File: config.mk
export PLATFORM = sky130hd
export DESIGN_NAME = dda_out_stream_sender
export DESIGN_NICKNAME = d
export VERILOG_FILES = /design/src/rtl/dda_out_stream_sender.sv
export SDC_FILE = /design/constraint.sdc
export NUM_CORES = 1
export LEC_CHECK = 0
export CAP_MARGIN = 40
export CORE_MARGIN = 4
export CORE_UTILIZATION = 35
export CTS_CLUSTER_DIAMETER = 120
export DETAILED_ROUTE_END_ITERATION = 7
export HOLD_SLACK_MARGIN = 0.06
export SLEW_MARGIN = 20
export SYNTH_ARGS = -nofsm -noshare
export SYNTH_HDL_FRONTEND = slang
export SYNTH_SLANG_ARGS = --single-unit
export TNS_END_PERCENT = 10
File: constraint.sdc
create_clock -name pixel_clk_in -period 2.4 [get_ports pixel_clk_in]
set_clock_uncertainty 0.2 [all_clocks]
set_input_delay 0.48 -clock pixel_clk_in [delete_from_list [all_inputs] [get_ports pixel_clk_in]]
set_output_delay 0.48 -clock pixel_clk_in [all_outputs]
set_load 0.01 [all_outputs]
File: src/rtl/dda_out_stream_sender.sv
// Transmit end of the DDA-out stream. One column result from the DDA core is
// accepted per handshake. Its line height is clamped and the beat is packed and
// queued in a small FIFO with its end-of-frame flag. The FIFO head drives an
// AXI-stream style tvalid/tdata/tlast interface under tready backpressure.
// Each frame carries exactly SCREEN_WIDTH columns and is opened by new_frame_in.
module dda_out_stream_sender #(
  parameter int SCREEN_WIDTH  = 320,
  parameter int SCREEN_HEIGHT = 240,
  parameter int DEPTH         = 4
) (
  input  logic        pixel_clk_in,
  input  logic        rst_in,
  input  logic        new_frame_in,
  input  logic        col_valid_in,
  output logic        col_ready_out,
  input  logic [8:0]  col_hcount_in,
  input  logic [15:0] col_line_height_in,
  input  logic        col_wall_type_in,
  input  logic [3:0]  col_map_data_in,
  input  logic [15:0] col_wallx_in,
  output logic        dda_fsm_out_tvalid,
  input  logic        dda_fsm_out_tready,
  output logic [37:0] dda_fsm_out_tdata,
  output logic        dda_fsm_out_tlast,
  output logic        frame_done_out,
  output logic        seq_error_out
);

  localparam int PTR_W  = $clog2(DEPTH);
  localparam int CNT_W  = PTR_W + 1;
  localparam int BEAT_W = 38;

  localparam logic [15:0]      LH_MAX16 = 16'(SCREEN_HEIGHT);
  localparam logic [7:0]       LH_MAX8  = 8'(SCREEN_HEIGHT);
  localparam logic [8:0]       LAST_COL = 9'(SCREEN_WIDTH - 1);
  localparam logic [8:0]       COL_ONE  = 9'd1;
  localparam logic [CNT_W-1:0] CNT_FULL = CNT_W'(DEPTH);
  localparam logic [CNT_W-1:0] CNT_ONE  = CNT_W'(1);
  localparam logic [PTR_W-1:0] PTR_ONE  = PTR_W'(1);

  typedef enum logic {WAIT_FRAME, STREAM} state_t;

  state_t state_q, state_d;

  logic [8:0]        col_cnt_q;
  logic [PTR_W-1:0]  wr_ptr_q, rd_ptr_q;
  logic [CNT_W-1:0]  fifo_cnt_q;
  logic [BEAT_W:0]   fifo_mem [DEPTH];
  logic [BEAT_W:0]   fifo_head;
  logic              fifo_full, fifo_empty;
  logic              col_accept, col_last, beat_pop;

  // Saturate the wall height to the screen height; the result always fits 8 bits.
  function automatic logic [7:0] clamp_height(input logic [15:0] lh);
    if (lh > LH_MAX16) begin
      return LH_MAX8;
    end
    return lh[7:0];
  endfunction

  // Beat layout, MSB first: hcount, clamped height, side, map cell, wall fraction.
  function automatic logic [BEAT_W-1:0] pack_beat(
    input logic [8:0]  hcount,
    input logic [15:0] lh,
    input logic        wall_type,
    input logic [3:0]  map_data,
    input logic [15:0] wallx
  );
    return {hcount, clamp_height(lh), wall_type, map_data, wallx};
  endfunction

  assign fifo_full  = (fifo_cnt_q == CNT_FULL);
  assign fifo_empty = (fifo_cnt_q == '0);
  assign col_accept = col_valid_in & col_ready_out;
  assign col_last   = (col_cnt_q == LAST_COL);
  assign beat_pop   = dda_fsm_out_tvalid & dda_fsm_out_tready;

  // Frame state register.
  always_ff @(posedge pixel_clk_in or negedge rst_in) begin
    if (!rst_in) begin
      state_q <= WAIT_FRAME;
    end else begin
      state_q <= state_d;
    end
  end

  // Open a frame on new_frame_in; close it once the last column is accepted.
  always_comb begin
    state_d = state_q;
    case (state_q)
      WAIT_FRAME: if (new_frame_in) state_d = STREAM;
      STREAM:     if (col_accept && col_last) state_d = WAIT_FRAME;
      default:    state_d = WAIT_FRAME;
    endcase
  end

  // Acceptance only inside a frame, and only when the FIFO has a free slot
  // before any same-cycle pop is taken into account.
  always_comb begin
    col_ready_out = 1'b0;
    if (state_q == STREAM) begin
      col_ready_out = !fifo_full;
    end
  end

  // Column position within the frame; restarts at zero when a frame opens.
  always_ff @(posedge pixel_clk_in or negedge rst_in) begin
    if (!rst_in) begin
      col_cnt_q <= '0;
    end else if (state_q == WAIT_FRAME && new_frame_in) begin
      col_cnt_q <= '0;
    end else if (col_accept) begin
      col_cnt_q <= col_last ? 9'd0 : col_cnt_q + COL_ONE;
    end
  end

  // Sticky flag for a column arriving out of order; the beat itself still goes out.
  always_ff @(posedge pixel_clk_in or negedge rst_in) begin
    if (!rst_in) begin
      seq_error_out <= 1'b0;
    end else if (col_accept && (col_hcount_in != col_cnt_q)) begin
      seq_error_out <= 1'b1;
    end
  end

  // FIFO storage: data only, the end-of-frame flag travels with each beat.
  always_ff @(posedge pixel_clk_in) begin
    if (col_accept) begin
      fifo_mem[wr_ptr_q] <= {col_last, pack_beat(col_hcount_in, col_line_height_in,
                                                 col_wall_type_in, col_map_data_in,
                                                 col_wallx_in)};
    end
  end

  // FIFO pointers and occupancy; pointers wrap naturally as DEPTH is a power of two.
  always_ff @(posedge pixel_clk_in or negedge rst_in) begin
    if (!rst_in) begin
      wr_ptr_q   <= '0;
      rd_ptr_q   <= '0;
      fifo_cnt_q <= '0;
    end else begin
      if (col_accept) wr_ptr_q <= wr_ptr_q + PTR_ONE;
      if (beat_pop)   rd_ptr_q <= rd_ptr_q + PTR_ONE;
      case ({col_accept, beat_pop})
        2'b10:   fifo_cnt_q <= fifo_cnt_q + CNT_ONE;
        2'b01:   fifo_cnt_q <= fifo_cnt_q - CNT_ONE;
        default: fifo_cnt_q <= fifo_cnt_q;
      endcase
    end
  end

  // Stream side reads the registered head; outputs are forced low while empty
  // so they read zero straight out of reset.
  assign fifo_head          = fifo_mem[rd_ptr_q];
  assign dda_fsm_out_tvalid = !fifo_empty;
  assign dda_fsm_out_tdata  = fifo_empty ? '0 : fifo_head[BEAT_W-1:0];
  assign dda_fsm_out_tlast  = !fifo_empty & fifo_head[BEAT_W];

  // One-cycle pulse after the end-of-frame beat leaves.
  always_ff @(posedge pixel_clk_in or negedge rst_in) begin
    if (!rst_in) begin
      frame_done_out <= 1'b0;
    end else begin
      frame_done_out <= beat_pop & dda_fsm_out_tlast;
    end
  end

endmodule

==> metrics.yaml <==
grt:
  grt_start_max_net_pins: 26
  antenna_found_initial: 0
  grt_pass1_wl_um: 22400
  track_usage: 0.135
  first_global_vias: 3923
  grt-ovfl-total: 0
die:
  ios: 94
  fp-row-count: 51
  fp.dieH_um: 150
  die-area_um2: 22500
  core-area_um2: 19700
  die_x_um: 150
  start_util: 0.359
timing:
  period_minus_slack_ns: 2.59
  max_freq_ghz: 0.387
  layout_setup_ws_ns: -0.187
  slew_violations: 0
  tightest_slew_ns: 0.350
  relSlewSlack: 0.765
  final_hold_viol_count: 0
  setup_viol: 39
  post-route-period-util: 1.08
  rsz0062_at_grt: "yes"
critical_path:
  r2r_setup_slack_ns: 0.03
  r2r-end: "fifo_cnt_q[2]$_DFFE_PN0P_"
  reg2regPathDepth: 9
  critPathKind: "register to output port"
  worstSetupEndpointType: "output port"
  crit_end: "dda_fsm_out_tdata[18]"
  worstPathRequired_ns: 1.72
  crit_start: "rd_ptr_q[0]$_DFFE_PN0P_"
  r2r_start: "fifo_cnt_q[1]$_DFFE_PN0P_"
  worstPathArrival_ns: 1.91
  worstSetupStartpointType: "register"
  path_max_fanout: 8
placement:
  hpwl_um: 9740
  postPlaceCellArea_um2: 8640
  routabilityCongestion: 0.773
  portBuffers: 93
detailed_routing:
  drt-initial-drc-count: 180
  dr_total_vias: 3714
  detail_route.first_pass.iterations: 4
  routedWlPerCell_um: 18.3
  drc: 0
  viasPerCell: 4.75
  drtAntennaViolNets: 0
  routed_wl_um: 14300
cts:
  cts_buffers: 17
  clock_path_buffers: 2
  ctsHoldBuffers: 0
  root_buffer: "clkbuf_16"
  clk_pin_slew_worst_paths_ns: 0.07
  clk_latency_ns: 0.42
  ctsHtreeMaxLevel: 4
  cts.sinks: 175
  cts_tree: "done"
synth:
  ys_warn_count: 0
  seq_area_frac_synth: 0.732
  synth_area_leaders: "edfxtp_1, mux4_2, dfrtp_1"
  syn_inst: 369
  avgSynthCellArea_um2: 19.1
  synth_area_leader_cell: "edfxtp_1"
  synth_area_um2: 7050
  syn_nets: 427
  yosys_register_bits: 175
  synth_top_area_share: 0.665
  ys_types: 41
flow_run:
  drv_cap: 0
final_layout:
  insertedDiodeCount: 0
  drive_gt1_frac: 0.356
  multi_input_area_um2: 1870
  syn2layout_area_growth_pct: 33.8
  nets: 562
  fin_util: 0.480
  stdcell_area_um2: 9430
  nFillCells: 1694
  seqCellArea_um2: 5160
power_and_ir_drop:
  power.density_nw_per_um2: 1280
  vdd_drop_max_uv: 566
  leakage_nw: 3.34
hold_path:
  min_path_type: "input port to async pin"
run_status:
  status: "finished with violations"
  violations: "negative setup slack"
## worst min path at each step
stage | from | end | slack, ns | cells past startpoint
2_1_floorplan | rst_in | col_cnt_q[0]$_DFFE_PN0P_ | -0.02 | 0
3_3_place_gp | seq_error_out$_DFFE_PN0P_ | seq_error_out$_DFFE_PN0P_ | 0.25 | 1
3_5_place_dp | seq_error_out$_DFFE_PN0P_ | seq_error_out$_DFFE_PN0P_ | 0.25 | 1
4_1_cts | rst_in | seq_error_out$_DFFE_PN0P_ | 0.18 | 2
5_1_grt | rst_in | col_cnt_q[2]$_DFFE_PN0P_ | 0.21 | 2
6_report | rst_in | col_cnt_q[2]$_DFFE_PN0P_ | 0.18 | 2
## cells in the mapped netlist
master and number:
mux2i_1 2, clkinv_1 1, mux4_2 39, xor2_1 11, clkbuf_1 8, nor2b_1 2, xnor2_1 5, and2b_2 1
nor4b_1 1, o211a_1 1, or4_4 1, or3b_1 1, nand2_2 1, dfrtp_1 19, o21ai_2 1, nand2b_1 6
buf_2 5, a21boi_0 2, o22ai_1 2, nand4_1 4, edfxtp_1 156, and3_1 1, or3_1 1, ha_1 6
o31ai_1 2, nor2_1 4, o32ai_1 1, a31o_1 1, o21ai_0 1, nor3_1 1, a21oi_1 3, fa_1 1
inv_1 6, buf_1 1, a21o_1 1, nand3_1 5, and2_1 49, clkinv_4 1, nand2_1 9, o211ai_1 1
nor4_1 5
## layer usage
layer,vias up,global-route usage,part of all wire
met5,-,0,0
met4,0,0.0494,0.017
met3,21,0.0366,0.045
met2,75,0.222,0.51
met1,1900,0.172,0.43
li1,1718,-,-
## cells by family (layout without fill, tap and decap cells)
kind of cell	Yosys count	in the layout	share of synthesized area
buffers and inverters	22	170	0.0133
xor gates and xnor gates	16	16	0.0199
muxes	41	41	0.127
and+or+nand+nor	92	92	0.0777
AOI/OAI and AO/OA	16	16	0.0162
adders and majority gates	7	7	0.0135
DFF	175	175	0.732
## final cells by class
| class | count | area share |
|---|---|---|
| Clock buffer | 17 | 0.0451 |
| Multi-Input combinational cell | 172 | 0.199 |
| Timing Repair Buffer | 130 | 0.145 |
| Inverter | 8 | 0.00371 |
| Tap cell | 265 | 0.0352 |
| Sequential cell | 175 | 0.547 |
| Clock inverter | 15 | 0.0253 |
## report_power, final
group / internal, mW / switching (mW) / total [mW]
Combinational: 2.78 / 1.99 / 4.77
Clock: 1.95 / 1.11 / 3.06
Sequential: 4.02 / 0.233 / 4.25
## registers in the layout, summed over array words and instances, names as in the netlist
signal	flops
fifo_cnt_q	3
rd_ptr_q	2
seq_error_out	1
frame_done_out	1
state_q	1
fifo_mem	156
wr_ptr_q	2
col_cnt_q	9
## placed cells by master (no fill, tap or decap), types with 9 or more instances in the layout
cell,count
and2_1,19
buf_2,16
xor2_1,11
clkbuf_16,17
nand2_1,9
edfxtp_1,156
buf_6,25
mux4_2,39
and2_4,26
clkdlybuf4s50_1,52
buf_4,20
dfrtp_1,17
buf_12,12
## worst max-delay path, stage by stage, from the launching register on
cell     delay (ns)
dfrtp_2        0.38
buf_12         0.16
buf_12         0.15
mux4_2         0.51
and2_4         0.18
buf_6          0.11
## metrics by stage
step	TNS (ns)	power, mW	hold slack, ns	setup slack [ns]	cells
after floorplan	-14.57	6.52	-0.0156	-0.124	369
after global placement	-3.77	8.68	0.248	-0.149	745
after detailed placement	-4.76	8.76	0.245	-0.172	745
after CTS	-7.27	12.1	0.185	-0.266	783
after global routing	-8.52	12.7	0.210	-0.264	782
final	-5.46	12.1	0.184	-0.187	782
## what timing repair did
action / in CTS / in global routing
endpoints found under the hold margin: 0 / 0
cloned: 3 / 0
buffers inserted: 3 / 0
setup endpoints to repair: 42 / 41
pin swaps: 25 / 0
gates resized for setup: 205 / 18
No activity file was read; power rests on OpenSTA's default activity.
